<file path="config.mk">
export PLATFORM = sky130hd
export DESIGN_NAME = mips32_mem_dump
export DESIGN_NICKNAME = d
export VERILOG_FILES = /design/src/rtl/mips32_pkg.sv /design/src/rtl/mips32_mem_dump.sv
export SDC_FILE = /design/constraint.sdc
export NUM_CORES = 1
export LEC_CHECK = 0
export CORE_UTILIZATION = 23
export DETAILED_ROUTE_END_ITERATION = 12
export PLACE_DENSITY = 0.49
export SLEW_MARGIN = 0
export SYNTH_ARGS = -nofsm -noshare
export SYNTH_HDL_FRONTEND = slang
export SYNTH_SLANG_ARGS = --single-unit
export TNS_END_PERCENT = 50
</file>
<file path="constraint.sdc">
create_clock -name clk1 -period 4.01 [get_ports clk1]
set_clock_uncertainty 0.05 [all_clocks]
set_input_delay 0.401 -clock clk1 [delete_from_list [all_inputs] [get_ports clk1]]
set_output_delay 0.401 -clock clk1 [all_outputs]
set_load 0.005 [all_outputs]
</file>
<file path="src/rtl/mips32_pkg.sv">
// Shared sizing constants and types for the two-phase MIPS32 pipeline and the
// blocks that sit beside its data memory.
package mips32_pkg;

  localparam int ADDR_W_DEF = 10;
  localparam int DATA_W_DEF = 32;

  typedef enum logic [2:0] {
    IDLE    = 3'd0,
    READ    = 3'd1,
    CAPTURE = 3'd2,
    SEND    = 3'd3,
    FIN     = 3'd4
  } dump_state_t;

endpackage

</file>
<file path="src/rtl/mips32_mem_dump.sv">
// Post-halt memory readout: on a rising HALTED edge, reads a window of data
// memory through a synchronous read port and streams (addr, word) over valid/ready.
module mips32_mem_dump
  import mips32_pkg::*;
#(
  parameter int ADDR_W = ADDR_W_DEF,
  parameter int DATA_W = DATA_W_DEF
) (
  input  logic              clk1,
  input  logic              reset,
  input  logic              halted,
  input  logic [ADDR_W-1:0] base_addr,
  input  logic [ADDR_W:0]   word_count,
  output logic              mem_rd_en,
  output logic [ADDR_W-1:0] mem_addr,
  input  logic [DATA_W-1:0] mem_rd_data,
  output logic              out_valid,
  input  logic              out_ready,
  output logic [DATA_W-1:0] out_data,
  output logic [ADDR_W-1:0] out_addr,
  output logic              out_last,
  output logic              busy,
  output logic              done
);

  dump_state_t       state_q, state_d;
  logic              halted_prev_q;
  logic [ADDR_W-1:0] cur_addr_q, cur_addr_d;
  logic [ADDR_W:0]   remaining_q, remaining_d;
  logic              mem_rd_en_q, mem_rd_en_d;
  logic [ADDR_W-1:0] mem_addr_q, mem_addr_d;
  logic              out_valid_q, out_valid_d;
  logic [DATA_W-1:0] out_data_q, out_data_d;
  logic [ADDR_W-1:0] out_addr_q, out_addr_d;
  logic              out_last_q, out_last_d;
  logic              busy_q, busy_d;
  logic              done_q, done_d;
  logic              trigger;
  logic [ADDR_W-1:0] next_addr;

  assign trigger   = halted && !halted_prev_q;
  assign next_addr = cur_addr_q + ADDR_W'(1);

  always_comb begin
    state_d     = state_q;
    cur_addr_d  = cur_addr_q;
    remaining_d = remaining_q;
    mem_rd_en_d = 1'b0;
    mem_addr_d  = mem_addr_q;
    out_valid_d = out_valid_q;
    out_data_d  = out_data_q;
    out_addr_d  = out_addr_q;
    out_last_d  = out_last_q;
    busy_d      = busy_q;
    done_d      = 1'b0;

    unique case (state_q)
      IDLE: begin
        // An empty window parks in IDLE for one cycle with busy set before FIN.
        if (busy_q) begin
          state_d = FIN;
        end else if (trigger) begin
          cur_addr_d  = base_addr;
          remaining_d = word_count;
          busy_d      = 1'b1;
          if (word_count != '0) begin
            state_d     = READ;
            mem_rd_en_d = 1'b1;
            mem_addr_d  = base_addr;
          end
        end
      end
      READ: begin
        state_d = CAPTURE;
      end
      CAPTURE: begin
        out_data_d  = mem_rd_data;
        out_addr_d  = cur_addr_q;
        out_last_d  = (remaining_q == (ADDR_W+1)'(1));
        out_valid_d = 1'b1;
        state_d     = SEND;
      end
      SEND: begin
        if (out_ready) begin
          out_valid_d = 1'b0;
          out_last_d  = 1'b0;
          remaining_d = remaining_q - (ADDR_W+1)'(1);
          cur_addr_d  = next_addr;
          if (out_last_q) begin
            state_d = FIN;
          end else begin
            state_d     = READ;
            mem_rd_en_d = 1'b1;
            mem_addr_d  = next_addr;
          end
        end
      end
      FIN: begin
        done_d  = 1'b1;
        busy_d  = 1'b0;
        state_d = IDLE;
      end
      default: begin
        state_d = IDLE;
      end
    endcase
  end

  always_ff @(posedge clk1) begin
    if (reset) begin
      state_q       <= IDLE;
      halted_prev_q <= 1'b0;
      cur_addr_q    <= '0;
      remaining_q   <= '0;
      mem_rd_en_q   <= 1'b0;
      mem_addr_q    <= '0;
      out_valid_q   <= 1'b0;
      out_data_q    <= '0;
      out_addr_q    <= '0;
      out_last_q    <= 1'b0;
      busy_q        <= 1'b0;
      done_q        <= 1'b0;
    end else begin
      state_q       <= state_d;
      halted_prev_q <= halted;
      cur_addr_q    <= cur_addr_d;
      remaining_q   <= remaining_d;
      mem_rd_en_q   <= mem_rd_en_d;
      mem_addr_q    <= mem_addr_d;
      out_valid_q   <= out_valid_d;
      out_data_q    <= out_data_d;
      out_addr_q    <= out_addr_d;
      out_last_q    <= out_last_d;
      busy_q        <= busy_d;
      done_q        <= done_d;
    end
  end

  assign mem_rd_en = mem_rd_en_q;
  assign mem_addr  = mem_addr_q;
  assign out_valid = out_valid_q;
  assign out_data  = out_data_q;
  assign out_addr  = out_addr_q;
  assign out_last  = out_last_q;
  assign busy      = busy_q;
  assign done      = done_q;

endmodule

</file>
## Yosys cells after proc, flatten, opt, wreduce, memory -nomap -nowiden

Cells that the tools add are included.

- Flip-flop bits (word level): 82
- Logic and storage cells: 70

- Add/subtract/negate cells: 2
- Equality and inequality tests: 12
- Mux-type cells: 33
- Reduce and logical (&&, ||, !) cells: 11

Operators by type and width:

| cell | number |
|---|---|
| two-way mux 10 bit | 8 |
| one-hot mux 10 bit (2 select lines) | 2 |
| two-way mux 11 bit | 3 |
| one-hot mux 11 bit (2 select lines) | 1 |
| two-way mux 3 bit | 5 |
| one-hot mux 3 bit (4 select lines) | 1 |
| equality test 11 x 1 -> 1 bit (second input constant) | 1 |
| nonzero test 11 bit | 1 |
| subtractor 11 x 1 -> 11 bit (second input constant) | 1 |
| adder 10 x 1 -> 10 bit (second input constant) | 1 |
| != test 2 bit (second input constant) | 5 |
| two-way mux 1 bit | 9 |
| one-hot mux 1 bit (2 select lines) | 4 |
| equality test 3 x 2 -> 1 bit (second input constant) | 2 |
| != test 3 bit (second input constant) | 2 |
| AND reduction 6 bit | 1 |
| nonzero test 2 bit | 3 |
| AND reduction 4 bit | 1 |
| equality test 3 x 1 -> 1 bit (second input constant) | 1 |
| equality test 3 bit (second input constant) | 1 |
| logical NOT 3 bit | 1 |
| AND reduction 3 bit | 1 |
| AND reduction 2 bit | 1 |
| logical AND 1 bit | 1 |
| logical NOT 1 bit | 1 |

## Depth between registers and ports, before layout

- Word-level depth: 5
- Depth in mapped cells: 8
- Depth with buffers taken out: 7

## Worst setup path after synthesis

OpenSTA, ideal clock, no wires.

- Kind: register to register
- Start point: reg remaining_q[0]
- End point: reg remaining_q[4]
- Arrival: 1.580 ns
- Path slack: 2.315 ns
- Stages on the path, launching flop included: 8
- Cells stage by stage: dfxtp_1 > inv_1 > ha_1 > or3b_2 > or3_1 > a21oi_1 > a21oi_1 > nor2_1

- Cells in the longest elaborated chain, start to end: 3

Ends and longest elaborated chain:

| item | RTL line | text |
|---|---|---|
| start, declared | mips32_mem_dump.sv:29 | `logic [ADDR_W:0] remaining_q, remaining_d;` |
| start signal, assigned | mips32_mem_dump.sv:127 | `remaining_q <= remaining_d;` |
| subtractor 11 x 1 -> 11 bit | mips32_mem_dump.sv:87 | `remaining_d = remaining_q - (ADDR_W+1)'(1);` |
| two-way mux 11 bit | mips32_mem_dump.sv:84 | `if (out_ready) begin` |
| one-hot mux 11 bit (2 select lines) | mips32_mem_dump.sv:57 | `unique case (state_q)` |

No other way between the ends. The select of a mux whose other input is x is not followed.
A chain may end at the register's enable or synchronous reset.

## Worst setup path after layout

- Start point: reg state_q[1]
- End point: reg out_last_q, in the netlist out_last

- Cells in the longest elaborated chain, start to end: 3

Ends and longest elaborated chain:

| item | RTL line | text |
|---|---|---|
| start, declared | mips32_mem_dump.sv:26 | `dump_state_t state_q, state_d;` |
| start signal, assigned | mips32_mem_dump.sv:124 | `state_q <= state_d;` |
| equality test 3 x 2 -> 1 bit | mips32_mem_dump.sv:57 |  |
| != test 2 bit (no source line) or nonzero test 2 bit (tied branches) | - |  |
| AND reduction 2 bit (no source line) | - |  |
| end signal, assigned | mips32_mem_dump.sv:133 | `out_last_q <= out_last_d;` |
| end, declared | mips32_mem_dump.sv:35 | `logic out_last_q, out_last_d;` |

Parallel ways exist; a longest one is shown, timed or not.

==> impl_metrics.json <==
{
  "vias_per_cell": 4.65,
  "yosysWarnings": 0,
  "cts_hold_buf": 0,
  "hold_viol_final": 0,
  "yosysTopAreaCellShare_pct": 46.4,
  "drc": 0,
  "cts_tree": "yes",
  "fin_ws_ns": 1.66,
  "finalSetupTns_ns": 0,
  "avgSynthCellArea_um2": 7.96,
  "detail-route-antenna-nets": 0,
  "place_congestion": 0.793,
  "pre_cts_slack_ns": 1.45,
  "vias": 3404,
  "post-cts-setup-buffers": 0,
  "p_total_mw": 2.59,
  "clock-sinks": 82,
  "async_reset_ff_share_pct": 0,
  "reg2reg_from": "state_q[1]",
  "cts_resized": 0,
  "cts_root_buffer": "clkbuf_16",
  "cts_buffers": 9,
  "period_share_pct": 58.7,
  "first_pass_iters": 4,
  "dp_hpwl_mm": 7.24,
  "fmax_mhz": 425,
  "layout-drive-gt1-share_pct": 5.47,
  "ys.flop_type": "dfxtp_1",
  "ys_seq_area_share_pct": 46.4,
  "finalSetupViolations": 0,
  "grt_use_met1_pct": 17.5,
  "whs_path_depth": 2,
  "slowest_stage": "nor3_4",
  "cp_top_family": "simple AND/OR/NAND/NOR gates",
  "r2r_end": "out_last",
  "hold_class": "reg2reg",
  "syn_inst": 445,
  "die_w_um": 126,
  "syn-num-nets": 505,
  "cts_max_path_buffers": 2,
  "grt-ovfl-total": 0,
  "grt_max_degree": 52,
  "reg2reg_depth": 5,
  "wl_mm": 10.7,
  "cp_num_buf_inv": 2,
  "arrival_ns": 2.59,
  "cp.required_ns": 4.24,
  "critPathCaptureType": "register",
  "rsz0062_at_grt": "no",
  "whs_endpoint": "out_data[18]",
  "fin_area_um2": 5110,
  "slew_violations": 0,
  "min_period_ns": 2.35,
  "met2_usage_pct": 23.5,
  "die_y_um": 126,
  "synth_edf_count": 0,
  "clk_pin_slew_worst_paths_ns": 0.06,
  "rrSetupSlack_ns": 1.66,
  "grt_usage_pct": 14.2,
  "grt_first_pass_wirelength_mm": 17.6,
  "coreArea_um2": 14800,
  "worst_pin_slew_ns": 0.975,
  "antenna_found_initial": 0,
  "synthToLayoutAreaGrowth_pct": 44.3,
  "portBuffers": 113,
  "antenna_cells": 0,
  "use_met3_pct": 4.80,
  "die_area_um2": 15900,
  "ys_top_cells_by_area": "dfxtp_1, nand2_1, a21oi_1",
  "start_util_pct": 24.0,
  "ir_drop_mv": 0.229,
  "power_density_nw_per_um2": 508,
  "drv_cap": 0,
  "row_count": 44,
  "insertion_delay_ns": 0.34,
  "htree_levels": 3,
  "path_max_fanout": 23,
  "grt_pass1_vias": 3390,
  "cp_cell_sequence": "inv_1, nor3_4, buf_4, nand4_1, a21oi_1",
  "drt-wirelength-per-cell_um": 14.6,
  "cp_slowest_stage_delay_ns": 0.71,
  "p_leak_nw": 1.79,
  "syn_area_um2": 3540,
  "yosysUniqueCellTypes": 51,
  "outcome": "completed",
  "ys_seq_elements": 82,
  "fin_nets": 604,
  "busiest_layer": "met2",
  "place_area_um2": 4810,
  "io_pins": 114,
  "final_cell_mix": "nand2_1, clkdlybuf4s50_1, dfxtp_1",
  "crit_type": "reg2reg",
  "relSlewSlack_pct": 35.0,
  "drtIter0Drc": 137,
  "worstHoldStart": "out_data[18]",
  "crit_path_start_kind": "register",
  "layout_commonest_cell": "nand2_1",
  "yosys.area.top_type": "dfxtp_1"
}
[kinds of logic after synthesis]
| group | share of synthesized area, % |
|---|---|
| and+or+nand+nor | 25.3 |
| adders and majority gates | 1.06 |
| muxes | 1.41 |
| AOI/OAI and AO/OA | 19.0 |
| DFF | 46.4 |
| xor gates and xnor gates | 2.23 |
| buffers and inverters | 4.59 |
[worst max-delay path by stage]
stage,startpoint,end,slack [ns],depth (start not counted)
global placement,word_count[2],mem_addr[4],1.51,6
floorplan,remaining_q[0],remaining_q[4],2.32,7
global route,state_q[1],out_last,1.45,5
CTS,state_q[1],out_last,1.61,5
finish,state_q[1],out_last,1.66,5
detailed placement,out_ready,mem_addr[1],1.45,6
[final cells by class]
class	instances	area, um^2
clock buffer	12	236
sequential	82	1640
tap	184	230
fill	1552	9640
inverter	4	15.0
multi-input combinational	327	1740
timing repair buffer	120	1180
clock inverter	3	65.1
[cells in the mapped netlist, drive strengths merged (6+ instances only)]
cell,instances
a21oi,72
clkbuf,24
xor2,6
o21ai,18
buf,8
nand3b,6
a211o,7
nor4,6
dfxtp,82
nand3,6
nand2,118
nor2,30
nor3,9
[metrics by stage]
stage | hold slack (ns) | util (%) | cells
floorplan | 0.395 | - | 445
global placement | 0.392 | 32.6 | 717
detailed placement | 0.400 | 32.6 | 717
CTS | 0.408 | 34.6 | 732
global route | 0.425 | 34.6 | 732
finish | 0.404 | 34.6 | 732
[power breakdown]
part	internal [mW]	switching, mW	leakage [nW]
Sequential	0.924	0.105	0.668
Combinational	0.332	0.364	0.978
Clock	0.542	0.329	0.147
Total	1.80	0.797	1.79
[registers in the layout (all words and copies together) (netlist names)]
signal	cells
out_last	1
cur_addr_q	10
remaining_q	11
done	1
mem_addr	10
out_valid	1
halted_prev_q	1
busy	1
state_q	3
out_addr	10
out_data	32
mem_rd_en	1
[per-layer routing]
| metal | vias to the layer above | wire length, um |
|---|---|---|
| met5 | - | 0 |
| met4 | 0 | 134 |
| met3 | 14 | 534 |
| met2 | 95 | 4920 |
| met1 | 1570 | 5120 |
| li1 | 1725 | - |
[worst min-delay path: stages (launching register included)]
cell	delay, ns
dfxtp_1	0.31
nand2_1	0.05
a21oi_1	0.05
Power figures use the tool's default switching activity.
